$ cat config.mk
export PLATFORM = sky130hd
export DESIGN_NAME = mem_issue_queue_flat
export DESIGN_NICKNAME = d
export VERILOG_FILES = /design/src/rtl/mem_issue_queue_if.sv /design/src/rtl/mem_issue_queue.sv /design/src/flat_wrapper.sv
export SDC_FILE = /design/constraint.sdc
export NUM_CORES = 1
export LEC_CHECK = 0
export BUFFER_PORTS_ARGS = -buffer_cell sky130_fd_sc_hd__buf_2
export CAP_MARGIN = 25
export CORE_MARGIN = 4
export CORE_UTILIZATION = 45
export CTS_BUF_LIST = sky130_fd_sc_hd__clkbuf_4
export DETAILED_ROUTE_END_ITERATION = 10
export GPL_ROUTABILITY_DRIVEN = 0
export PLACE_DENSITY_LB_ADDON = 0.1
export SYNTH_ARGS = -nofsm -noshare
export SYNTH_HDL_FRONTEND = slang
export SYNTH_SLANG_ARGS = --single-unit
$ cat constraint.sdc
create_clock -name clk -period 11.6 [get_ports clk]
set_clock_uncertainty 0.15 [all_clocks]
set_input_delay 0 -clock clk [delete_from_list [all_inputs] [get_ports clk]]
set_output_delay 0 -clock clk [all_outputs]
set_load 0.01 [all_outputs]
$ cat src/rtl/mem_issue_queue_if.sv
// Dispatch, wakeup, recall and issue signals of the memory issue queue.
// The queue uses the slave modport; the dispatch/wakeup source uses master.
interface mem_issue_queue_if #(
  parameter int unsigned PREG_W = 6,
  parameter int unsigned AL_W   = 5
);
  logic              in_valid    [2];
  logic              in_is_store [2];
  logic [PREG_W-1:0] in_rs1      [2];
  logic [PREG_W-1:0] in_rs2      [2];
  logic              in_rs1_rdy  [2];
  logic              in_rs2_rdy  [2];
  logic [PREG_W-1:0] in_rd       [2];
  logic [31:0]       in_imm      [2];
  logic [AL_W-1:0]   in_al_idx   [2];
  logic              in_ready;

  logic              wk_valid    [2];
  logic [PREG_W-1:0] wk_rd       [2];

  logic              if_recall;
  logic [AL_W-1:0]   new_front;
  logic [AL_W-1:0]   back;

  logic              out_valid    [2];
  logic              out_is_store [2];
  logic [PREG_W-1:0] out_rd       [2];
  logic [31:0]       out_imm      [2];
  logic [AL_W-1:0]   out_al_idx   [2];
  logic [PREG_W-1:0] out_prs      [4];

  modport master (
    output in_valid, in_is_store, in_rs1, in_rs2, in_rs1_rdy, in_rs2_rdy,
           in_rd, in_imm, in_al_idx, wk_valid, wk_rd, if_recall, new_front, back,
    input  in_ready, out_valid, out_is_store, out_rd, out_imm, out_al_idx, out_prs
  );

  modport slave (
    input  in_valid, in_is_store, in_rs1, in_rs2, in_rs1_rdy, in_rs2_rdy,
           in_rd, in_imm, in_al_idx, wk_valid, wk_rd, if_recall, new_front, back,
    output in_ready, out_valid, out_is_store, out_rd, out_imm, out_al_idx, out_prs
  );
endinterface

$ cat src/rtl/mem_issue_queue.sv
// In-order memory issue queue: two-wide dispatch, tag wakeup, two oldest-ready
// issue in program order, and young-suffix squash on recall.
module mem_issue_queue #(
  parameter int unsigned DEPTH   = 8,
  parameter int unsigned PREG_W  = 6,
  parameter int unsigned AL_SIZE = 32,
  parameter int unsigned AL_W    = $clog2(AL_SIZE)
) (
  input logic             clk,
  input logic             reset,
  mem_issue_queue_if.slave q
);

  localparam int unsigned PTR_W = $clog2(DEPTH);
  localparam int unsigned CNT_W = PTR_W + 1;

  typedef struct packed {
    logic              is_store;
    logic [PREG_W-1:0] rs1;
    logic [PREG_W-1:0] rs2;
    logic              rs1_rdy;
    logic              rs2_rdy;
    logic [PREG_W-1:0] rd;
    logic [31:0]       imm;
    logic [AL_W-1:0]   al_idx;
  } entry_t;

  entry_t            ent_q [DEPTH];
  logic [PTR_W-1:0]  head_q;
  logic [PTR_W-1:0]  tail_q;
  logic [CNT_W-1:0]  count_q;

  logic              wk1_hit [DEPTH];
  logic              wk2_hit [DEPTH];
  logic [PTR_W-1:0]  head1;
  logic              iss0;
  logic              iss1;
  logic [CNT_W-1:0]  n_iss;
  logic [CNT_W-1:0]  survivors;
  logic              disp_en;
  logic [CNT_W-1:0]  n_disp;
  logic [PTR_W-1:0]  slot1_idx;
  entry_t            new_ent [2];
  entry_t            e0;
  entry_t            e1;

  function automatic logic wake_match(input logic [PREG_W-1:0] tag,
                                      input logic v0, input logic [PREG_W-1:0] t0,
                                      input logic v1, input logic [PREG_W-1:0] t1);
    return (v0 && (t0 == tag)) || (v1 && (t1 == tag));
  endfunction

  function automatic logic entry_ready(input entry_t e);
    return e.rs1_rdy && (!e.is_store || e.rs2_rdy);
  endfunction

  // Free-slot check uses the count before this cycle's issue.
  assign q.in_ready = (count_q <= CNT_W'(DEPTH - 2));

  // Wakeup match for every stored entry.
  always_comb begin
    for (int unsigned i = 0; i < DEPTH; i++) begin
      wk1_hit[i] = wake_match(ent_q[i].rs1, q.wk_valid[0], q.wk_rd[0], q.wk_valid[1], q.wk_rd[1]);
      wk2_hit[i] = wake_match(ent_q[i].rs2, q.wk_valid[0], q.wk_rd[0], q.wk_valid[1], q.wk_rd[1]);
    end
  end

  // In-order select on stored ready bits.
  always_comb begin
    head1 = head_q + PTR_W'(1);
    e0    = ent_q[head_q];
    e1    = ent_q[head1];
    iss0  = (count_q != '0) && entry_ready(e0);
    iss1  = iss0 && (count_q >= CNT_W'(2)) && entry_ready(e1);
    n_iss = CNT_W'(iss0) + CNT_W'(iss1);
  end

  // Recall: entries whose age offset falls inside [new_front, back) are squashed.
  always_comb begin
    logic [AL_W-1:0]  span;
    logic [AL_W-1:0]  off;
    logic [PTR_W-1:0] idx;
    survivors = '0;
    span      = q.back - q.new_front;
    for (int unsigned i = 0; i < DEPTH; i++) begin
      idx = head_q + PTR_W'(i);
      off = ent_q[idx].al_idx - q.new_front;
      if ((CNT_W'(i) < count_q) && !(off < span)) begin
        survivors = survivors + CNT_W'(1);
      end
    end
  end

  // Dispatch payload, with same-cycle wakeups folded into the ready bits.
  always_comb begin
    disp_en   = q.in_ready && !q.if_recall;
    n_disp    = disp_en ? (CNT_W'(q.in_valid[0]) + CNT_W'(q.in_valid[1])) : '0;
    slot1_idx = tail_q + PTR_W'(q.in_valid[0]);
    for (int unsigned s = 0; s < 2; s++) begin
      new_ent[s].is_store = q.in_is_store[s];
      new_ent[s].rs1      = q.in_rs1[s];
      new_ent[s].rs2      = q.in_rs2[s];
      new_ent[s].rs1_rdy  = q.in_rs1_rdy[s] ||
                            wake_match(q.in_rs1[s], q.wk_valid[0], q.wk_rd[0], q.wk_valid[1], q.wk_rd[1]);
      new_ent[s].rs2_rdy  = q.in_rs2_rdy[s] ||
                            wake_match(q.in_rs2[s], q.wk_valid[0], q.wk_rd[0], q.wk_valid[1], q.wk_rd[1]);
      new_ent[s].rd       = q.in_rd[s];
      new_ent[s].imm      = q.in_imm[s];
      new_ent[s].al_idx   = q.in_al_idx[s];
    end
  end

  always_ff @(posedge clk) begin
    if (reset) begin
      head_q  <= '0;
      tail_q  <= '0;
      count_q <= '0;
      for (int unsigned i = 0; i < DEPTH; i++) begin
        ent_q[i] <= '0;
      end
      for (int unsigned s = 0; s < 2; s++) begin
        q.out_valid[s]    <= 1'b0;
        q.out_is_store[s] <= 1'b0;
        q.out_rd[s]       <= '0;
        q.out_imm[s]      <= '0;
        q.out_al_idx[s]   <= '0;
      end
      for (int unsigned p = 0; p < 4; p++) begin
        q.out_prs[p] <= '0;
      end
    end else begin
      for (int unsigned i = 0; i < DEPTH; i++) begin
        if (wk1_hit[i]) ent_q[i].rs1_rdy <= 1'b1;
        if (wk2_hit[i]) ent_q[i].rs2_rdy <= 1'b1;
      end
      if (q.if_recall) begin
        tail_q         <= head_q + PTR_W'(survivors);
        count_q        <= survivors;
        q.out_valid[0] <= 1'b0;
        q.out_valid[1] <= 1'b0;
      end else begin
        if (disp_en && q.in_valid[0]) ent_q[tail_q]    <= new_ent[0];
        if (disp_en && q.in_valid[1]) ent_q[slot1_idx] <= new_ent[1];
        head_q  <= head_q + PTR_W'(n_iss);
        tail_q  <= tail_q + PTR_W'(n_disp);
        count_q <= count_q + n_disp - n_iss;

        q.out_valid[0]    <= iss0;
        q.out_is_store[0] <= iss0 && e0.is_store;
        q.out_rd[0]       <= iss0 ? e0.rd     : '0;
        q.out_imm[0]      <= iss0 ? e0.imm    : '0;
        q.out_al_idx[0]   <= iss0 ? e0.al_idx : '0;
        q.out_prs[0]      <= iss0 ? e0.rs1    : '0;
        q.out_prs[1]      <= iss0 ? e0.rs2    : '0;

        q.out_valid[1]    <= iss1;
        q.out_is_store[1] <= iss1 && e1.is_store;
        q.out_rd[1]       <= iss1 ? e1.rd     : '0;
        q.out_imm[1]      <= iss1 ? e1.imm    : '0;
        q.out_al_idx[1]   <= iss1 ? e1.al_idx : '0;
        q.out_prs[2]      <= iss1 ? e1.rs1    : '0;
        q.out_prs[3]      <= iss1 ? e1.rs2    : '0;
      end
    end
  end

endmodule
$ cat src/flat_wrapper.sv
// flat-port wrapper written by rule: the top's interface ports become plain ports
module mem_issue_queue_flat 
#(
  parameter int unsigned DEPTH   = 8,
  parameter int unsigned PREG_W  = 6,
  parameter int unsigned AL_SIZE = 32,
  parameter int unsigned AL_W    = $clog2(AL_SIZE)
)
  (clk, reset, q_in_valid, q_in_is_store, q_in_rs1, q_in_rs2, q_in_rs1_rdy, q_in_rs2_rdy, q_in_rd, q_in_imm, q_in_al_idx, q_wk_valid, q_wk_rd, q_if_recall, q_new_front, q_back, q_in_ready, q_out_valid, q_out_is_store, q_out_rd, q_out_imm, q_out_al_idx, q_out_prs);
  mem_issue_queue_if #(.PREG_W(PREG_W), .AL_W(AL_W)) q_i ();
  input logic clk;
  input logic reset;
  input wire logic [$bits(q_i.in_valid)-1:0] q_in_valid;
  input wire logic [$bits(q_i.in_is_store)-1:0] q_in_is_store;
  input wire logic [$bits(q_i.in_rs1)-1:0] q_in_rs1;
  input wire logic [$bits(q_i.in_rs2)-1:0] q_in_rs2;
  input wire logic [$bits(q_i.in_rs1_rdy)-1:0] q_in_rs1_rdy;
  input wire logic [$bits(q_i.in_rs2_rdy)-1:0] q_in_rs2_rdy;
  input wire logic [$bits(q_i.in_rd)-1:0] q_in_rd;
  input wire logic [$bits(q_i.in_imm)-1:0] q_in_imm;
  input wire logic [$bits(q_i.in_al_idx)-1:0] q_in_al_idx;
  input wire logic [$bits(q_i.wk_valid)-1:0] q_wk_valid;
  input wire logic [$bits(q_i.wk_rd)-1:0] q_wk_rd;
  input wire logic [$bits(q_i.if_recall)-1:0] q_if_recall;
  input wire logic [$bits(q_i.new_front)-1:0] q_new_front;
  input wire logic [$bits(q_i.back)-1:0] q_back;
  output wire logic [$bits(q_i.in_ready)-1:0] q_in_ready;
  output wire logic [$bits(q_i.out_valid)-1:0] q_out_valid;
  output wire logic [$bits(q_i.out_is_store)-1:0] q_out_is_store;
  output wire logic [$bits(q_i.out_rd)-1:0] q_out_rd;
  output wire logic [$bits(q_i.out_imm)-1:0] q_out_imm;
  output wire logic [$bits(q_i.out_al_idx)-1:0] q_out_al_idx;
  output wire logic [$bits(q_i.out_prs)-1:0] q_out_prs;
  assign q_i.in_valid = {>>{q_in_valid}};
  assign q_i.in_is_store = {>>{q_in_is_store}};
  assign q_i.in_rs1 = {>>{q_in_rs1}};
  assign q_i.in_rs2 = {>>{q_in_rs2}};
  assign q_i.in_rs1_rdy = {>>{q_in_rs1_rdy}};
  assign q_i.in_rs2_rdy = {>>{q_in_rs2_rdy}};
  assign q_i.in_rd = {>>{q_in_rd}};
  assign q_i.in_imm = {>>{q_in_imm}};
  assign q_i.in_al_idx = {>>{q_in_al_idx}};
  assign q_i.wk_valid = {>>{q_wk_valid}};
  assign q_i.wk_rd = {>>{q_wk_rd}};
  assign q_i.if_recall = q_if_recall;
  assign q_i.new_front = q_new_front;
  assign q_i.back = q_back;
  assign q_in_ready = q_i.in_ready;
  assign q_out_valid = {>>{q_i.out_valid}};
  assign q_out_is_store = {>>{q_i.out_is_store}};
  assign q_out_rd = {>>{q_i.out_rd}};
  assign q_out_imm = {>>{q_i.out_imm}};
  assign q_out_al_idx = {>>{q_i.out_al_idx}};
  assign q_out_prs = {>>{q_i.out_prs}};
  mem_issue_queue #(.DEPTH(DEPTH), .PREG_W(PREG_W), .AL_SIZE(AL_SIZE), .AL_W(AL_W)) u_core (.clk(clk), .reset(reset), .q(q_i));
endmodule
Word level (Yosys, flattened, before mapping)
Memory sizes are Yosys's and may differ from the RTL's. A register that Yosys moved wholly into a read port is not among the register bits.
Index checks and enable logic that the tools add are counted.
Word-level totals
  bits in latches: 0
  logic and storage cells: 317
  output and inout port bits: 115
  register bits: 124
  memories: 1
  bits in read-only memories: 0
  bits in writable memories: 464
  input port bits: 145
Memories
  u_core.ent_q: words 8, width 58, rd ports 16, clocked after Yosys merged registers in 1, wr ports 10, RTL line mem_issue_queue.sv:28  | entry_t ent_q [DEPTH];
Operators by class
  order comparisons: 18
  reduce and logical (&&, ||, !) cells: 97
  add/sub/neg operators: 31
  muxes and demuxes: 97
  bitwise operators: 16
  shift operators: 0
  multipliers: 0
  equal/unequal tests: 40
  div/mod/pow operators: 0
Operator list (number)
  equality test 6 bit: 40
  2-to-1 mux 1 bit: 75
  2-to-1 mux 32 bit: 2
  logical AND 1 bit: 58
  subtractor 5 bit: 9
  < comparator 5 bit: 8
  2-to-1 mux 4 bit: 9
  2-to-1 mux 6 bit: 6
  logical OR 1 bit: 26
  adder 4 x 1 -> 4 bit, second input constant: 6
  < comparator 3 x 4 -> 1 bit, first input constant: 4
  OR 1 bit: 16
  adder 3 bit, second input constant: 4
  zero test 1 bit: 11
  2-to-1 mux 5 bit: 2
  adder 3 bit: 3
  2-to-1 mux 3 bit: 3
  < comparator 1 x 4 -> 1 bit, first input constant: 2
  < comparator 2 x 4 -> 1 bit, first input constant: 2
  adder 3 x 2 -> 3 bit, second input constant: 2
  adder 1 x 1 -> 2 bit: 2
  adder 4 bit: 1
  >= comparator 4 x 2 -> 1 bit, second input constant: 1
  <= comparator 4 x 3 -> 1 bit, second input constant: 1
  other kinds (6): 6

Logic depth before layout (Yosys ltp)
  depth after elaboration: 21
  depth in mapped cells: 42
  gate-level depth less buffers: 37

Worst setup path after synthesis
OpenSTA, ideal clock, no wires.
  kind: register to register
  start point: register u_core.head_q[0]
  end point: register u_core.tail_q[2]
  stages on the path, launching flop included: 42
  setup time: 86 ps
  path slack: 2590 ps
  required time: 11364 ps
  clock period less this slack: 9010 ps
  path buffers: 7
  arrival: 8775 ps
  cell sequence: dfxtp_1 buf_1 clkbuf_1 clkbuf_1 inv_1 ha_1 buf_2 buf_2 buf_1 clkbuf_1 mux4_2 mux2i_1 ha_1 inv_1 fa_1 a21o_1 a21oi_1 xor2_1 (+6 left out) o31ai_1 ha_1 nor2_1 a21oi_1 ha_1 inv_1 nor2_1 a31o_2 xnor2_1 nor2_1 a21o_1 ha_1 nor2_1 a21oi_1 fa_1 xor2_1 xnor2_1 a211oi_1
Between the ends
  cells in the longest elaborated chain, start to end: 21
  elaborated cells between the ends (all ways): 51
  those cells by class: 21 x add/sub; 7 x order compare; 8 x mux; 14 x reduce/logical; 1 x memory
RTL lines
  from (decl): RTL line mem_issue_queue.sv:29  | logic [PTR_W-1:0] head_q;
  from (signal assigned): RTL line mem_issue_queue.sv:144  | head_q <= head_q + PTR_W'(n_iss);
  adder 3 x 1 -> 3 bit: RTL line mem_issue_queue.sv:86  | idx = head_q + PTR_W'(i);
  memory (8 x 58 bit)
  subtractor 5 bit: RTL line mem_issue_queue.sv:87  | off = ent_q[idx].al_idx - q.new_front;
  < comparator 5 bit: RTL line mem_issue_queue.sv:88  | if ((CNT_W'(i) < count_q) && !(off < span)) begin
  zero test 1 bit: RTL line mem_issue_queue.sv:88
  logical AND 1 bit: RTL line mem_issue_queue.sv:88
  2-to-1 mux 4 bit: RTL line mem_issue_queue.sv:88
  adder 4 x 1 -> 4 bit: RTL line mem_issue_queue.sv:89  | survivors = survivors + CNT_W'(1);
  (+5 left out)
  adder 4 x 1 -> 4 bit: RTL line mem_issue_queue.sv:89
  2-to-1 mux 4 bit: RTL line mem_issue_queue.sv:88
  adder 4 x 1 -> 4 bit: RTL line mem_issue_queue.sv:89
  2-to-1 mux 4 bit: RTL line mem_issue_queue.sv:88
  adder 4 x 1 -> 4 bit: RTL line mem_issue_queue.sv:89
  2-to-1 mux 4 bit: RTL line mem_issue_queue.sv:88
  adder 3 bit (*): RTL line mem_issue_queue.sv:137  | tail_q <= head_q + PTR_W'(survivors);
  2-to-1 mux 3 bit (*): RTL line mem_issue_queue.sv:136  | if (q.if_recall) begin
  to (signal assigned): RTL line mem_issue_queue.sv:137
  to (signal assigned): RTL line mem_issue_queue.sv:145  | tail_q <= tail_q + PTR_W'(n_disp);
  to (decl): RTL line mem_issue_queue.sv:30  | logic [PTR_W-1:0] tail_q;
Every way passes the cells marked *; elsewhere a longest branch is shown, timed or not.
A chain may end at the register's enable or synchronous reset.

Worst setup path in the final report
Ends and elaborated chain as after synthesis.

==> reports/metrics.csv <==
stage;metric;value;unit
final_layout;Layout Utilization;0.549;
cts;CTS tree;built;
cts;clk sinks;591;
setup_path;Crit path required time;12370;ps
timing;portion of the clock cycle consumed by the worst path in the final layout;0.790;
timing;minimum clock period;9160;ps
setup_path;worst-case register-to-register setup slack;2440;ps
global_routing;global-route usage over all layers;0.306;
synthesis;cells after synthesis;2902;
routing;overall routed net length;134000;µm
global_routing;number of antenna violations at the first check in global routing;13;
cts;number of buffers inserted by post-CTS setup repair;0;
floorplanning;Die Width;294;µm
cts;insertion delay to the later sink of the worst-skew pair;1020;ps
synthesis;share of synthesized area occupied by flip-flops and latches;0.446;
setup_path;launch instance of the worst register-to-register path;u_core.head_q[0]$_SDFFE_PP0N_;
routing;drt initial violations;2868;
final_layout;commonest non-fill, non-tap cell in the layout;a22o_1;
routing;antenna-violating nets left;0;
routing;total via count after detailed routing;29700;
synthesis;post-synthesis sequential element count;591;
job;max-capacitance violation count;0;
timing;headroom to the max-slew limit;0.210;
status;result of the run;finished clean;
floorplanning;Starting Density;0.455;
cts;Clock transition at path regs;70;ps
floorplanning;placeable core region;80700;µm²
routing;DR pass1 iterations;5;
final_layout;commonest cells after routing, fill and taps aside;455 x a22o_1, 454 x edfxtp_1, 325 x dlygate4sd3_1;
cts;Resize count post-CTS;0;
min_path;Hold Crit Endpoint;u_core.ent_q[6][43]$_DFFE_PP_;
pwr;Pleak;0.0165;µW
routing;WL per Instance;29.2;µm
global_routing;global-route wire length before repair;197000;µm
final_layout;fraction of layout instances using a drive strength above 1;0.263;
min_path;class of the most critical hold timing path;in -> reg;
setup_path;worst-case reg-to-reg path depth;37;
setup_path;largest fanout of any net on the critical path;62;
global_routing;Overflow after GRT;0;
setup_path;Critical Path Max Stage Delay;1010;ps
setup_path;Critical R2R Capture;u_core.tail_q[2]$_SDFF_PP0_;
routing;average via count per standard cell;6.48;
pwr;power density cells;144;nW/µm²
timing;number of hold violations in the final report;0;
place;half-perimeter wire length after detailed placement;75900;µm
timing;setup tns final;0;ps
setup_path;startpoint kind of the worst setup timing path;flip-flop;
place;buffers added on ports;259;
timing;Final Setup Violations;0;
min_path;Hold Crit Depth;4;
synthesis;Yosys cell types;72;
setup_path;CP Capture Type;flip-flop;
pwr;total power consumption of the routed design;6400;µW
setup_path;library cell appearing most often on the critical path;ha_1;
floorplanning;die footprint;86300;µm²
floorplanning;Vert. Die Dim;294;µm
synthesis;count of yosys warnings during synthesis;0;
cts;Bufs on Longest Clock Path;3;
floorplanning;count of boundary I/O pins;260;
setup_path;Worst Setup Path Type;reg -> reg;
final_layout;area growth from synthesis to final layout;20.6;%
cts;number of buffers added by the clock tree synthesis step;167;
timing;total count of max-transition violations in the final report;0;
cts;clock tree root driver cell;clkbuf_4;
global_routing;maximum number of pins on one net before global-route repair;105;
floorplanning;Core Rows;104;
global_routing;via count of the first global-routing pass;30700;
synthesis;async set-or-reset flop fraction in the synthesized netlist;0;
setup_path;crit path launch;u_core.head_q[0]$_SDFFE_PP0N_;
synthesis;average cell area after synthesis;12.7;µm²
synthesis;number of flops mapped to enable cells by yosys;454;
timing;slew at the pin with the worst max-slew slack;1180;ps
synthesis;Main synth FF type;edfxtp_1;
min_path;Hold Crit Start;q_wk_rd[7];
timing;Fmax achieved;0.109;GHz
timing;setup repair after global routing missed its margin;no;
synthesis;cell area after synthesis;36700;µm²
place;placed inst area;38600;µm²
routing;number of design rule violations left after detail routing;0;
synthesis;Mapped Nets;3154;
cts;number of levels the H-tree was split into;4;
pwr;peak supply drop;0.0000918;V
setup_path;data arrival time at the worst-slack endpoint;9940;ps
final_layout;post-route cell area;44300;µm²
final_layout;nets;3616;
setup_path;critical-path cell with the highest stage delay;dfxtp_4;
==> critical path, delay by kind of cell (launching register included) <==
family | cells | cell delay, ps
flip-flops | 1 | 1010
multiplexers | 2 | 790
XOR/XNOR | 5 | 780
buffers and inverters | 5 | 500
adder cells (fa/ha/maj) | 9 | 3020
AND/OR/NAND/NOR | 5 | 450
AO/OA/AOI/OAI | 11 | 2340
==> cell families (layout without fill, tap and decap cells) <==
group,count (synthesis),in the layout,synth area share
AOI/OAI and AO/OA,709,709,0.151
muxes,398,398,0.197
DFF,591,591,0.446
other,0,16,0
adders and majority gates,107,107,0.0393
buffers and inverters,400,1005,0.0414
and+or+nand+nor,396,396,0.0522
xor gates and xnor gates,301,301,0.0736
==> synth_stat cells (2+ instances only) <==
cell type / number / area (µm²)
ha_1: 93 / 1160
o21ai_0: 109 / 546
nor2_1: 61 / 229
buf_2: 11 / 55.1
a211oi_1: 12 / 90.1
nor2b_1: 8 / 50.1
o21a_1: 3 / 22.5
o22ai_1: 3 / 18.8
mux2i_1: 125 / 1250
clkbuf_1: 164 / 616
a32oi_1: 5 / 43.8
edfxtp_1: 454 / 13600
or2_2: 5 / 31.3
nor3_1: 25 / 125
nand2b_1: 8 / 50.1
a22o_1: 455 / 3990
xor2_1: 147 / 1290
o21ai_1: 9 / 45.0
o221ai_1: 10 / 87.6
nand2_1: 171 / 642
mux2_2: 14 / 158
nor4_2: 3 / 37.5
a21oi_1: 48 / 240
mux4_2: 259 / 5830
o31ai_1: 2 / 15.0
a21o_1: 30 / 225
fa_1: 14 / 280
buf_1: 171 / 642
nand3_1: 8 / 40.0
nand4_1: 41 / 257
or3_1: 12 / 75.1
a31oi_1: 3 / 18.8
inv_1: 52 / 195
and2_1: 2 / 12.5
xnor2_1: 149 / 1310
dfxtp_1: 137 / 2740
nor4_1: 42 / 263
a211oi_2: 2 / 25.0
a211o_1: 2 / 17.5
==> final cells by class <==
class | instances | area (µm²)
Timing Repair Buffer | 640 | 5050
Tap cell | 1060 | 1330
Inverter | 53 | 199
Antenna cell | 16 | 40.0
Fill cell | 6897 | 36400
Sequential cell | 591 | 16400
Clock inverter | 54 | 327
Multi-Input combinational cell | 1911 | 19000
Clock buffer | 258 | 1940
==> stage by stage <==
| stage | hold slack [ps] | std cells | setup WS [ps] |
|---|---|---|---|
| 2_1_floorplan | 96.6 | 2902 | 2590 |
| 3_3_place_gp | 243 | 3923 | 2580 |
| 3_5_place_dp | 246 | 3924 | 2410 |
| 4_1_cts | 1.67 | 4561 | 2340 |
| 5_1_grt | 24.8 | 4573 | 1690 |
| 6_report | 85.7 | 4583 | 2440 |
==> what timing repair did <==
item / 4_1_cts / 5_1_grt
hold buffers: 325 / 0
endpoints found under the setup margin: 0 / 0
hold endpoints to repair: 629 / 0
==> flip-flops by register name, indices dropped and copies added, names as in the netlist, named ones only <==
name / count
u_core.q.out_prs: 24
u_core.q.out_is_store: 2
u_core.q.out_al_idx: 10
u_core.q.out_imm: 64
u_core.count_q: 4
u_core.q.out_rd: 12
u_core.head_q: 3
u_core.ent_q: 464
u_core.q.out_valid: 2
u_core.tail_q: 3
==> power breakdown <==
group	leakage (µW)	internal, µW	switching [µW]	total (µW)
combinational	0.00935	789	989	1780
sequential	0.00581	2440	129	2570
clock	0.00133	1090	968	2050
==> how the worst max path moves through the flow <==
stage                             endpoint  depth (start not counted)
5_1_grt        u_core.tail_q[2]$_SDFF_PP0_                         37
2_1_floorplan  u_core.tail_q[2]$_SDFF_PP0_                         41
6_report       u_core.tail_q[2]$_SDFF_PP0_                         37
3_5_place_dp   u_core.tail_q[2]$_SDFF_PP0_                         37
4_1_cts        u_core.tail_q[2]$_SDFF_PP0_                         37
3_3_place_gp   u_core.tail_q[2]$_SDFF_PP0_                         37
==> layer usage <==
| layer | global-route usage | up-vias | share of wire |
|---|---|---|---|
| met5 | 0 | - | 0.00021 |
| met4 | 0.123 | 4 | 0.037 |
| met3 | 0.0792 | 370 | 0.10 |
| met2 | 0.496 | 1826 | 0.47 |
| met1 | 0.397 | 15100 | 0.39 |
| li1 | - | 12400 | - |
Power figures use the tool's default switching activity.
